[src/rtl/core_sequencer.sv]
// Multi-cycle instruction sequencer: FETCH/DECODE/EXECUTE/MEMORY/WRITEBACK/HALT.
// Ports: clock, reset_n (async low); memory_* bus (request held until ready);
//   instruction out to an external decoder, decoded_* and alu_result back in;
//   program_counter, register_write_strobe, load_data, retired_count, halted.
// Option: define TRAP_ON_INVALID_EN to halt on decoded_invalid (else NOP).
module core_sequencer #(
  parameter logic [31:0] RESET_VECTOR = 32'h0000_0000
) (
  input  logic        clock,
  input  logic        reset_n,
  output logic        memory_request,
  output logic        memory_write,
  output logic [31:0] memory_address,
  input  logic        memory_ready,
  input  logic [31:0] memory_read_data,
  output logic [31:0] instruction,
  input  logic        decoded_register_write_enable,
  input  logic        decoded_memory_write_enable,
  input  logic        decoded_load,
  input  logic        decoded_branch,
  input  logic        decoded_jump,
  input  logic        decoded_invalid,
  input  logic [31:0] alu_result,
  output logic [31:0] program_counter,
  output logic        register_write_strobe,
  output logic [31:0] load_data,
  output logic [31:0] retired_count,
  output logic        halted
);

  typedef enum logic [2:0] {
    S_FETCH,
    S_DECODE,
    S_EXECUTE,
    S_MEMORY,
    S_WRITEBACK,
    S_HALT
  } state_t;

  state_t      r_state;
  logic [31:0] r_pc;
  logic [31:0] r_instr;
  logic [31:0] r_load_data;
  logic [31:0] r_retired;
  // Set when the instruction in flight is being retired as a NOP.
  logic        r_nop;
  logic        r_halted;

  logic        w_fetch;
  logic        w_mem;
  logic        w_wb;
  logic        w_mem_op;
  logic        w_redirect;
  logic [31:0] w_next_pc;

  assign w_fetch    = (r_state == S_FETCH);
  assign w_mem      = (r_state == S_MEMORY);
  assign w_wb       = (r_state == S_WRITEBACK);
  assign w_mem_op   = decoded_load | decoded_memory_write_enable;
  assign w_redirect = (decoded_jump | decoded_branch) & ~r_nop;
  assign w_next_pc  = w_redirect ? {alu_result[31:2], 2'b00}
                                 : r_pc + 32'd4;

  // Gated by reset_n so a reset mid-transaction drops the request at once,
  // and the reset FETCH state presents RESET_VECTOR as soon as it releases.
  assign memory_request = reset_n & (w_fetch | w_mem);
  assign memory_write   = reset_n & w_mem & decoded_memory_write_enable;
  assign memory_address = w_mem ? alu_result : r_pc;

  assign register_write_strobe =
    w_wb & decoded_register_write_enable & ~r_nop;

  assign instruction     = r_instr;
  assign program_counter = r_pc;
  assign load_data       = r_load_data;
  assign retired_count   = r_retired;
  assign halted          = r_halted;

  always_ff @(posedge clock or negedge reset_n) begin
    if (!reset_n) begin
      r_state     <= S_FETCH;
      r_pc        <= RESET_VECTOR;
      r_instr     <= 32'd0;
      r_load_data <= 32'd0;
      r_retired   <= 32'd0;
      r_nop       <= 1'b0;
      r_halted    <= 1'b0;
    end else begin
      unique case (r_state)
        S_FETCH: begin
          if (memory_ready) begin
            r_instr <= memory_read_data;
            r_state <= S_DECODE;
          end
        end
        S_DECODE: begin
          r_state <= S_EXECUTE;
        end
        S_EXECUTE: begin
`ifdef TRAP_ON_INVALID_EN
          if (decoded_invalid) begin
            r_halted <= 1'b1;
            r_state  <= S_HALT;
          end else if (w_mem_op) begin
            r_state <= S_MEMORY;
          end else begin
            r_state <= S_WRITEBACK;
          end
`else
          r_nop <= decoded_invalid;
          if (decoded_invalid) begin
            r_state <= S_WRITEBACK;
          end else if (w_mem_op) begin
            r_state <= S_MEMORY;
          end else begin
            r_state <= S_WRITEBACK;
          end
`endif
        end
        S_MEMORY: begin
          if (memory_ready) begin
            if (decoded_load) begin
              r_load_data <= memory_read_data;
            end
            r_state <= S_WRITEBACK;
          end
        end
        S_WRITEBACK: begin
          r_pc      <= w_next_pc;
          r_retired <= r_retired + 32'd1;
          r_nop     <= 1'b0;
          r_state   <= S_FETCH;
        end
        S_HALT: begin
          r_state <= S_HALT;
        end
        default: begin
          r_state <= S_FETCH;
        end
      endcase
    end
  end

endmodule

[config.mk]
export PLATFORM = sky130hd
export DESIGN_NAME = core_sequencer
export DESIGN_NICKNAME = d
export VERILOG_FILES = /design/src/rtl/core_sequencer.sv
export SDC_FILE = /design/constraint.sdc
export NUM_CORES = 1
export LEC_CHECK = 0
export BUFFER_PORTS_ARGS = -buffer_cell sky130_fd_sc_hd__buf_2
export CAP_MARGIN = 20
export CORE_AREA = 2 2 104 146
export DETAILED_ROUTE_END_ITERATION = 6
export DIE_AREA = 0 0 106 148
export PLACE_DENSITY = 0.78
export SYNTH_ARGS = -nofsm -noshare
export SYNTH_HDL_FRONTEND = slang
export SYNTH_SLANG_ARGS = --single-unit
[constraint.sdc]
create_clock -name clock -period 2.5 [get_ports clock]
set_input_delay 0.25 -clock clock [delete_from_list [all_inputs] [get_ports clock]]
set_output_delay 0.25 -clock clock [all_outputs]
set_load 0.02 [all_outputs]
# Word-level counts from Yosys, hierarchy flattened
# Index checks and enable logic that the tools add are counted.
[totals] inputBits=73 output_inout_bits=164 ff_bits=132
[op_classes] n_eq_ne=7 bitwise_logic=10 n_addsub=2 reduce_logical=5 mux=8
[op_table] op="32-bit 2-to-1 mux" n=2
[op_table] op="32-bit by 1-bit adder with 32-bit output, second input constant" n=1
[op_table] op="32-bit by 3-bit adder with 32-bit output, second input constant" n=1
[op_table] op="3-bit one-hot mux with 5 select lines" n=1
[op_table] op="3-bit 2-to-1 mux" n=4
[op_table] op="1-bit bitwise AND" n=6
[op_table] op="3-bit by 2-bit == test with 1-bit output, second input constant" n=2
[op_table] op="3-bit == test, second input constant" n=2
[op_table] op="2-bit inequality test, second input constant" n=2
[op_table] op="2-bit AND reduction" n=2
[op_table] op="3-bit by 1-bit == test with 1-bit output, second input constant" n=1
[op_table] op="3-bit logical NOT" n=1
[op_table] op="1-bit bitwise OR" n=3
[op_table] op="3-bit AND reduction" n=1
[op_table] op="1-bit one-hot mux with 2 select lines" n=1
[op_table] op="2-bit nonzero test" n=1
[op_table] op="1-bit NOT" n=1

# Longest topological paths before layout
# Gate-level depths: netlist of the first run.
[depth] ltp_word=4 ltp_mapped=7 depth_no_buf=6

# Worst setup path after synthesis of the first run
# OpenSTA, ideal clock, no wires.
[synth_path] kind="register to register" from="register r_pc[2] (netlist: program_counter[2])" to="register r_pc[24] (netlist: program_counter[24])" n_path_buf=0 path_stages_with_launch=7 synth_period_minus_slack_ps=2141 t_arrival_ps=2010 slack_ps=359 path_cell_list="dfrtp_1 -> ha_1 -> nand4_1 -> nor4_4 -> nand2_1 -> o211a_1 -> or3_1"
[synth_via] elab_chain_len=2
[synth_lines] item="start: declaration" line_no="41" rtl="logic [31:0] r_pc;"
[synth_lines] item="start signal: assignment" line_no="129" rtl="r_pc <= w_next_pc;"
[synth_lines] item="32-bit by 3-bit adder with 32-bit output" line_no="62" rtl=": r_pc + 32'd4;"
[synth_lines] item="32-bit 2-to-1 mux" line_no="61" rtl="assign w_next_pc = w_redirect ? {alu_result[31:2], 2'b00}"
# No other way between the ends.
# A chain may end at the register's enable or synchronous reset.

# Final worst setup path of the first run
[layout_path] from="register r_state[1]" to="output memory_address[10]"
[layout_via] elab_chain_len=2
[layout_lines] item="start: declaration" line_no="40" rtl="state_t r_state;"
[layout_lines] item="start signal: assignment" line_no="81" rtl="r_state <= S_FETCH;"
[layout_lines] item="start signal: assignment" line_no="93" rtl="r_state <= S_DECODE;"
[layout_lines] item="start signal: assignment" line_no="97" rtl="r_state <= S_EXECUTE;"
[layout_lines] item="3-bit by 2-bit == test with 1-bit output" line_no="57" rtl="assign w_mem = (r_state == S_MEMORY);"
[layout_lines] item="32-bit 2-to-1 mux" line_no="68" rtl="assign memory_address = w_mem ? alu_result : r_pc;"
[layout_lines] item="end: declaration" line_no="13" rtl="output logic [31:0] memory_address,"
# No other way between the ends.

==> flow_metrics.py, run 1 <==
metrics = {
    "outcome": {
        "status": "completed",
    },
    "routing": {
        "viasPerCell": 5.35,
        "first_iter_violations": 246,
        "routedWlPerCell_um": 16.5,
        "postRouteAntennaNets": 0,
        "wl_um": 16700,
        "dr.pass1.iters": 4,
        "vias": 5400,
        "drc": 0,
    },
    "yosys": {
        "syn_inst": 570,
        "yosysWarnings": 1,
        "ys_types": 56,
        "netlist_area_mm2": 0.00631,
        "yosysSeqAreaShare": 0.516,
        "synth_edf_count": 0,
        "ys_ff_latch": 130,
        "ys.flop_type": "dfrtp_1",
        "yosysTopAreaCell": "dfrtp_1",
        "syn_avg_cell_area_um2": 11.1,
        "synthArstFlopShare": 1.00,
        "synth_top_area_frac": 0.516,
        "synth_area_leaders": "dfrtp_1, mux2_2, xnor2_1, nand2_1, a21oi_1",
    },
    "sta": {
        "worst_pin_slew_ns": 0.679,
        "finalSetupTns_ns": 0,
        "finalCritPeriodShare": 0.939,
        "rsz0062_at_grt": "no",
        "slew_headroom": 0.547,
        "finalSetupViolations": 0,
        "max_freq_ghz": 0.426,
        "finalClockSkew_ns": 0.00902,
        "finalMaxSlewViolations": 0,
        "period_minus_slack_ns": 2.35,
        "hold_viol_final": 0,
    },
    "critical_path": {
        "reg2reg_from": "program_counter[4]$_DFFE_PN0P_",
        "reg2regPathDepth": 5,
        "critPathKind": "reg -> out",
        "end_kind": "output pin",
        "crit_arrival_ns": 2.10,
        "r2r_slack_ns": 0.37,
        "worstPathRequired_ns": 2.25,
        "timing.rr.end": "program_counter[31]$_DFFE_PN0P_",
        "startpoint_type": "flop",
        "cp-endpoint": "memory_address[10]",
        "startpoint": "r_state[1]$_DFFE_PN0P_",
        "critPathMaxFanout": 31,
    },
    "placed_design": {
        "dp_hpwl_um": 12300,
        "placed_area_mm2": 0.00770,
        "portBuffers": 233,
        "dpl.cell_count": 977,
        "place_congestion": 0.843,
    },
    "die": {
        "die-area_mm2": 0.0157,
        "initial_core_util": 0.439,
        "ioPinCount": 237,
        "core_area_mm2": 0.0144,
        "num_rows": 52,
        "die_y_um": 148,
        "die_w_um": 106,
    },
    "global_routing": {
        "grt.overflow.total": 0,
        "grt_pass1_vias": 5296,
        "grt_pass1_wl_um": 26200,
        "grt_max_degree": 56,
        "gr-usage-all-layers": 0.213,
        "antenna_found_initial": 0,
    },
    "clock_network": {
        "cts_buffers": 17,
        "cts_tree": "yes",
        "post_cts_buffers": 0,
        "cts_buffer_depth": 2,
        "path_clk_slew_ns": 0.06,
        "cts_max_level": 4,
        "clock_latency_ns": 0.40,
        "clock_sinks": 130,
        "clk_root_buffer_cell": "clkbuf_16",
    },
    "min_path": {
        "hold_class": "in -> reg",
    },
    "finish": {
        "diodes": 0,
        "design_area_mm2": 0.00831,
        "fin_nets": 883,
        "drive_gt1_frac": 0.471,
        "final-instance-count-excl-fill": 1010,
        "area_delta_synth_final_pct": 31.8,
    },
    "power_and_ir_drop": {
        "p_leak_uw": 0.00398,
        "pwr_density_cell_mw_per_mm2": 1300,
        "vdd_drop_max_mv": 0.689,
    },
    "job": {
        "maxCapViolations": 0,
    },
}
[flip-flops by register name, indices dropped and copies added, names as in the netlist]
signal	flops
instruction	32
load_data	32
program_counter	30
r_nop	1
r_state	3
retired_count	32
[critical path, cell delays in order (launching register included)]
cell,delay [ns]
dfrtp_2,0.47
inv_1,0.09
nor2_1,0.08
nand2_1,0.12
buf_4,0.37
mux2_2,0.38
buf_2,0.16
[stage by stage]
step / hold slack (ns) / util / worst slack (ns) / power [µW]
6_report: 0.0894 / 0.578 / 0.152 / 10800
2_1_floorplan: -0.0456 / - / 0.359 / 6720
5_1_grt: 0.0714 / 0.578 / 0.0149 / 11500
3_3_place_gp: 0.153 / 0.535 / 0.494 / 8260
3_5_place_dp: 0.152 / 0.535 / 0.397 / 8370
4_1_cts: 0.0703 / 0.578 / 0.0461 / 10900
[layer usage]
metal,global-route usage,vias up,part of all wire
met3,0.0538,29,0.067
met5,0,-,0
li1,-,2542,-
met2,0.376,242,0.52
met4,0.0862,0,0.024
met1,0.245,2587,0.39
[cell type report]
cell class | instances | area, µm²
Fill cell | 1304 | 6070
Sequential cell | 130 | 3260
Multi-Input combinational cell | 401 | 2900
Timing Repair Buffer | 247 | 1280
Clock buffer | 19 | 443
Tap cell | 189 | 236
Clock inverter | 13 | 160
Inverter | 11 | 41.3
[repair_timing]
action	4_1_cts	5_1_grt
hold buffers	1	0
endpoints found under the hold margin	28	0
endpoints found under the setup margin	0	31
resized for setup	0	2
[cell families after synthesis]
family,after synthesis,synth area share
other,1,0.000595
buffers and inverters,41,0.0278
adder cells (fa/ha/maj),2,0.00397
multiplexers,94,0.168
flip-flops,130,0.516
AND/OR/NAND/NOR,176,0.145
AO/OA/AOI/OAI,94,0.0948
XOR/XNOR,32,0.0444
[power by group]
part / total, µW / switching, µW / internal, µW
clock network: 2520 / 927 / 1600
logic: 4750 / 2840 / 1920
registers: 3560 / 674 / 2890
[synth_stat cells (2+ instances only)]
cell	n
xnor2_1	20
dfrtp_1	130
o32ai_1	3
and4_1	5
or3_1	3
a21oi_1	31
clkbuf_1	10
a2bb2oi_1	5
o211ai_1	2
nor4_1	3
mux2_2	94
buf_2	7
or4b_1	2
buf_1	9
inv_1	11
buf_4	3
nor2_1	40
o21ai_0	22
o311ai_0	2
nand3_1	26
nand4_1	13
o22ai_1	8
ha_1	2
xor2_1	12
a311oi_1	4
nor3b_1	2
nor3_1	5
and3_1	18
nand2_1	46
a22oi_1	6
[how the worst min path moves through the flow]
stage | start | endpoint | slack [ns] | cells after the start
floorplan | reset_n | instruction[0]$_DFFE_PN0P_ | -0.05 | 0
global placement | reset_n | load_data[18]$_DFFE_PN0P_ | 0.15 | 1
detailed placement | reset_n | load_data[18]$_DFFE_PN0P_ | 0.15 | 1
CTS | memory_read_data[7] | load_data[7]$_DFFE_PN0P_ | 0.07 | 2
global route | memory_read_data[1] | load_data[1]$_DFFE_PN0P_ | 0.07 | 2
finish | memory_read_data[12] | load_data[12]$_DFFE_PN0P_ | 0.09 | 2
[cells in the final DEF, fill, tap and decap left out, types with 4 or more instances in the layout]
cell and count:
xnor2_1 20, dfrtp_1 128, inv_1 11, buf_4 13
xor2_1 12, clkinv_2 4, a2bb2oi_1 5, nor2_1 39
and3_1 18, a21oi_1 31, nand3_1 26, nand2_1 46
buf_2 232, o22ai_1 8, nand4_1 13, clkbuf_16 17
nor3_1 5, a22oi_1 6, and4_1 5, a311oi_1 4
mux2_2 94, o21ai_0 22
Power figures use the tool's default switching activity.
==> inputs of run 2 (changes only) <==
Settings changed: CELL_PAD_IN_SITES_DETAIL_PLACEMENT from default to 0, CELL_PAD_IN_SITES_GLOBAL_PLACEMENT from default to 1, CORE_AREA 2 2 104 146 to 3 3 115 161, DIE_AREA 0 0 106 148 to 0 0 118 164, PLACE_DENSITY 0.78 to 0.83.
==> run 2 against run 1 <==
Clock power decreased by 6%. Non-clock buffer count increased by 3. Largest cell class unchanged. First-iteration DRC count decreased by 32%. Fmax decreased by 1.0%. Combinational power about the same. Worst setup slack worse by 0.024 ns. Power down 1.4%. Largest power group unchanged. Utilization is 9.6 points lower. Critical path type unchanged. Critical endpoint is now memory_address[15]. Sequential share of layout area down 0.24 points.
==> flow_metrics.py, run 2 (synthesis gave the netlist of run 1 again) <==
metrics = {
    "routing": {
        "wl_um": 16800,
        "postRouteAntennaNets": 0,
        "viasPerCell": 5.07,
        "dr.pass1.iters": 4,
        "vias": 5371,
        "drc": 0,
        "routedWlPerCell_um": 15.9,
        "first_iter_violations": 168,
    },
    "die": {
        "initial_core_util": 0.364,
        "num_rows": 57,
        "core_area_mm2": 0.0173,
        "ioPinCount": 237,
        "die_y_um": 164,
        "die-area_mm2": 0.0194,
        "die_w_um": 118,
    },
    "critical_path": {
        "crit_arrival_ns": 2.12,
        "startpoint_type": "flop",
        "worstPathRequired_ns": 2.25,
        "critPathKind": "reg -> out",
        "end_kind": "output pin",
        "critPathMaxFanout": 31,
    },
    "clock_network": {
        "cts_buffers": 17,
        "clock_latency_ns": 0.42,
        "cts_tree": "yes",
        "cts_resized": 0,
        "post_cts_buffers": 0,
        "path_clk_slew_ns": 0.07,
        "cts_buffer_depth": 2,
        "clock_sinks": 130,
        "cts_max_level": 4,
        "clk_root_buffer_cell": "clkbuf_16",
    },
    "finish": {
        "final-instance-count-excl-fill": 1060,
        "mostFrequentLayoutCells": "buf_2, dfrtp_1, mux2_2",
        "fin_nets": 886,
        "final_common_cell": "buf_2",
        "area_delta_synth_final_pct": 32.5,
        "diodes": 0,
        "drive_gt1_frac": 0.472,
    },
    "job": {
        "maxCapViolations": 0,
    },
    "placed_design": {
        "portBuffers": 233,
        "dpl.cell_count": 1027,
        "dp_hpwl_um": 12600,
        "place_congestion": 0.803,
    },
    "global_routing": {
        "grtUsageMet2": 0.309,
        "met1_usage": 0.199,
        "use_met3": 0.0410,
        "grt.overflow.total": 0,
        "antenna_found_initial": 0,
        "gr-usage-all-layers": 0.173,
        "busiest_layer": "met2",
        "grt_pass1_wl_um": 27000,
        "grt_max_degree": 53,
        "grt_pass1_vias": 5438,
    },
    "sta": {
        "period_minus_slack_ns": 2.37,
        "finalClockSkew_ns": 0.0132,
        "rsz0062_at_grt": "no",
        "worst_pin_slew_ns": 0.718,
        "finalCritPeriodShare": 0.949,
        "slew_headroom": 0.522,
        "finalMaxSlewViolations": 0,
        "fin_hold_ws_ns": 0.0741,
        "finalSetupTns_ns": 0,
        "max_freq_ghz": 0.422,
        "finalSetupViolations": 0,
        "hold_viol_final": 0,
    },
    "power_and_ir_drop": {
        "p_total_uw": 10700,
        "pwr_density_cell_mw_per_mm2": 1280,
        "vdd_drop_max_mv": 0.597,
        "p_leak_uw": 0.00398,
    },
    "outcome": {
        "status": "completed",
    },
    "min_path": {
        "hold_class": "in -> reg",
    },
}
## run 2: changes by cell type in the layout (fill, tap and decap cells not counted), moves of 2 or more
cell       before  now
clkinv_2        4    0
inv_6           1    5
buf_4          13   16
bufinv_16       3    0
inv_8           0    3
dfrtp_1       128  130
dfrtp_2         2    0
## run 2: layout make-up
type	instances	area, µm²
Tap cell	236	295
Inverter	11	41.3
Multi-Input combinational cell	401	2900
Sequential cell	130	3250
Fill cell	1646	8970
Clock buffer	17	425
Clock inverter	15	143
Timing Repair Buffer	250	1300
## run 2: worst paths after layout
path                                                 start                               to  cells past startpoint  slack (ns)
hold reg to reg              retired_count[31]$_DFFE_PN0P_    retired_count[31]$_DFFE_PN0P_                      1        0.47
hold / removal                        memory_read_data[31]      instruction[31]$_DFFE_PN0P_                      2        0.07
setup / recovery                    r_state[1]$_DFFE_PN0P_               memory_address[15]                      6        0.13
min in group asynchronous                          reset_n      instruction[20]$_DFFE_PN0P_                      2        0.23
setup reg to reg           program_counter[10]$_DFFE_PN0P_  program_counter[23]$_DFFE_PN0P_                      5        0.43
max in group asynchronous                          reset_n    retired_count[18]$_DFFE_PN0P_                      3        1.32
## run 2: critical path, stage by stage, from the launching register on
cell	delay (ns)
dfrtp_1	0.48
inv_1	0.11
nor2_1	0.06
nand2_1	0.10
buf_4	0.38
mux2_2	0.39
buf_2	0.16
## run 2: repair_timing
| action | 4_1_cts | 5_1_grt |
|---|---|---|
| hold endpoints to repair | 40 | 0 |
| hold buffers | 1 | 0 |
| endpoints found under the setup margin | 0 | 0 |
## run 2: report_power, final
group | switching (µW) | total (µW) | leakage (µW) | internal, µW
registers | 661 | 3550 | 0.00159 | 2880
logic | 2850 | 4780 | 0.00212 | 1930
clock network | 1050 | 2370 | 0.000270 | 1310
total | 4570 | 10700 | 0.00398 | 6130
## run 2: metal layers
metal,up-vias,share of wire
li1,2557,-
met1,2576,0.40
met2,210,0.52
met3,28,0.060
met4,0,0.023
met5,-,0
## run 2: metrics by stage
| stage | worst slack [ns] | area (µm²) | util |
|---|---|---|---|
| floorplan | 0.359 | 6310 | - |
| global placement | 0.461 | 7780 | 0.449 |
| detailed placement | 0.438 | 7780 | 0.449 |
| CTS | 0.101 | 8360 | 0.482 |
| global route | 0.0112 | 8360 | 0.482 |
| finish | 0.129 | 8360 | 0.482 |
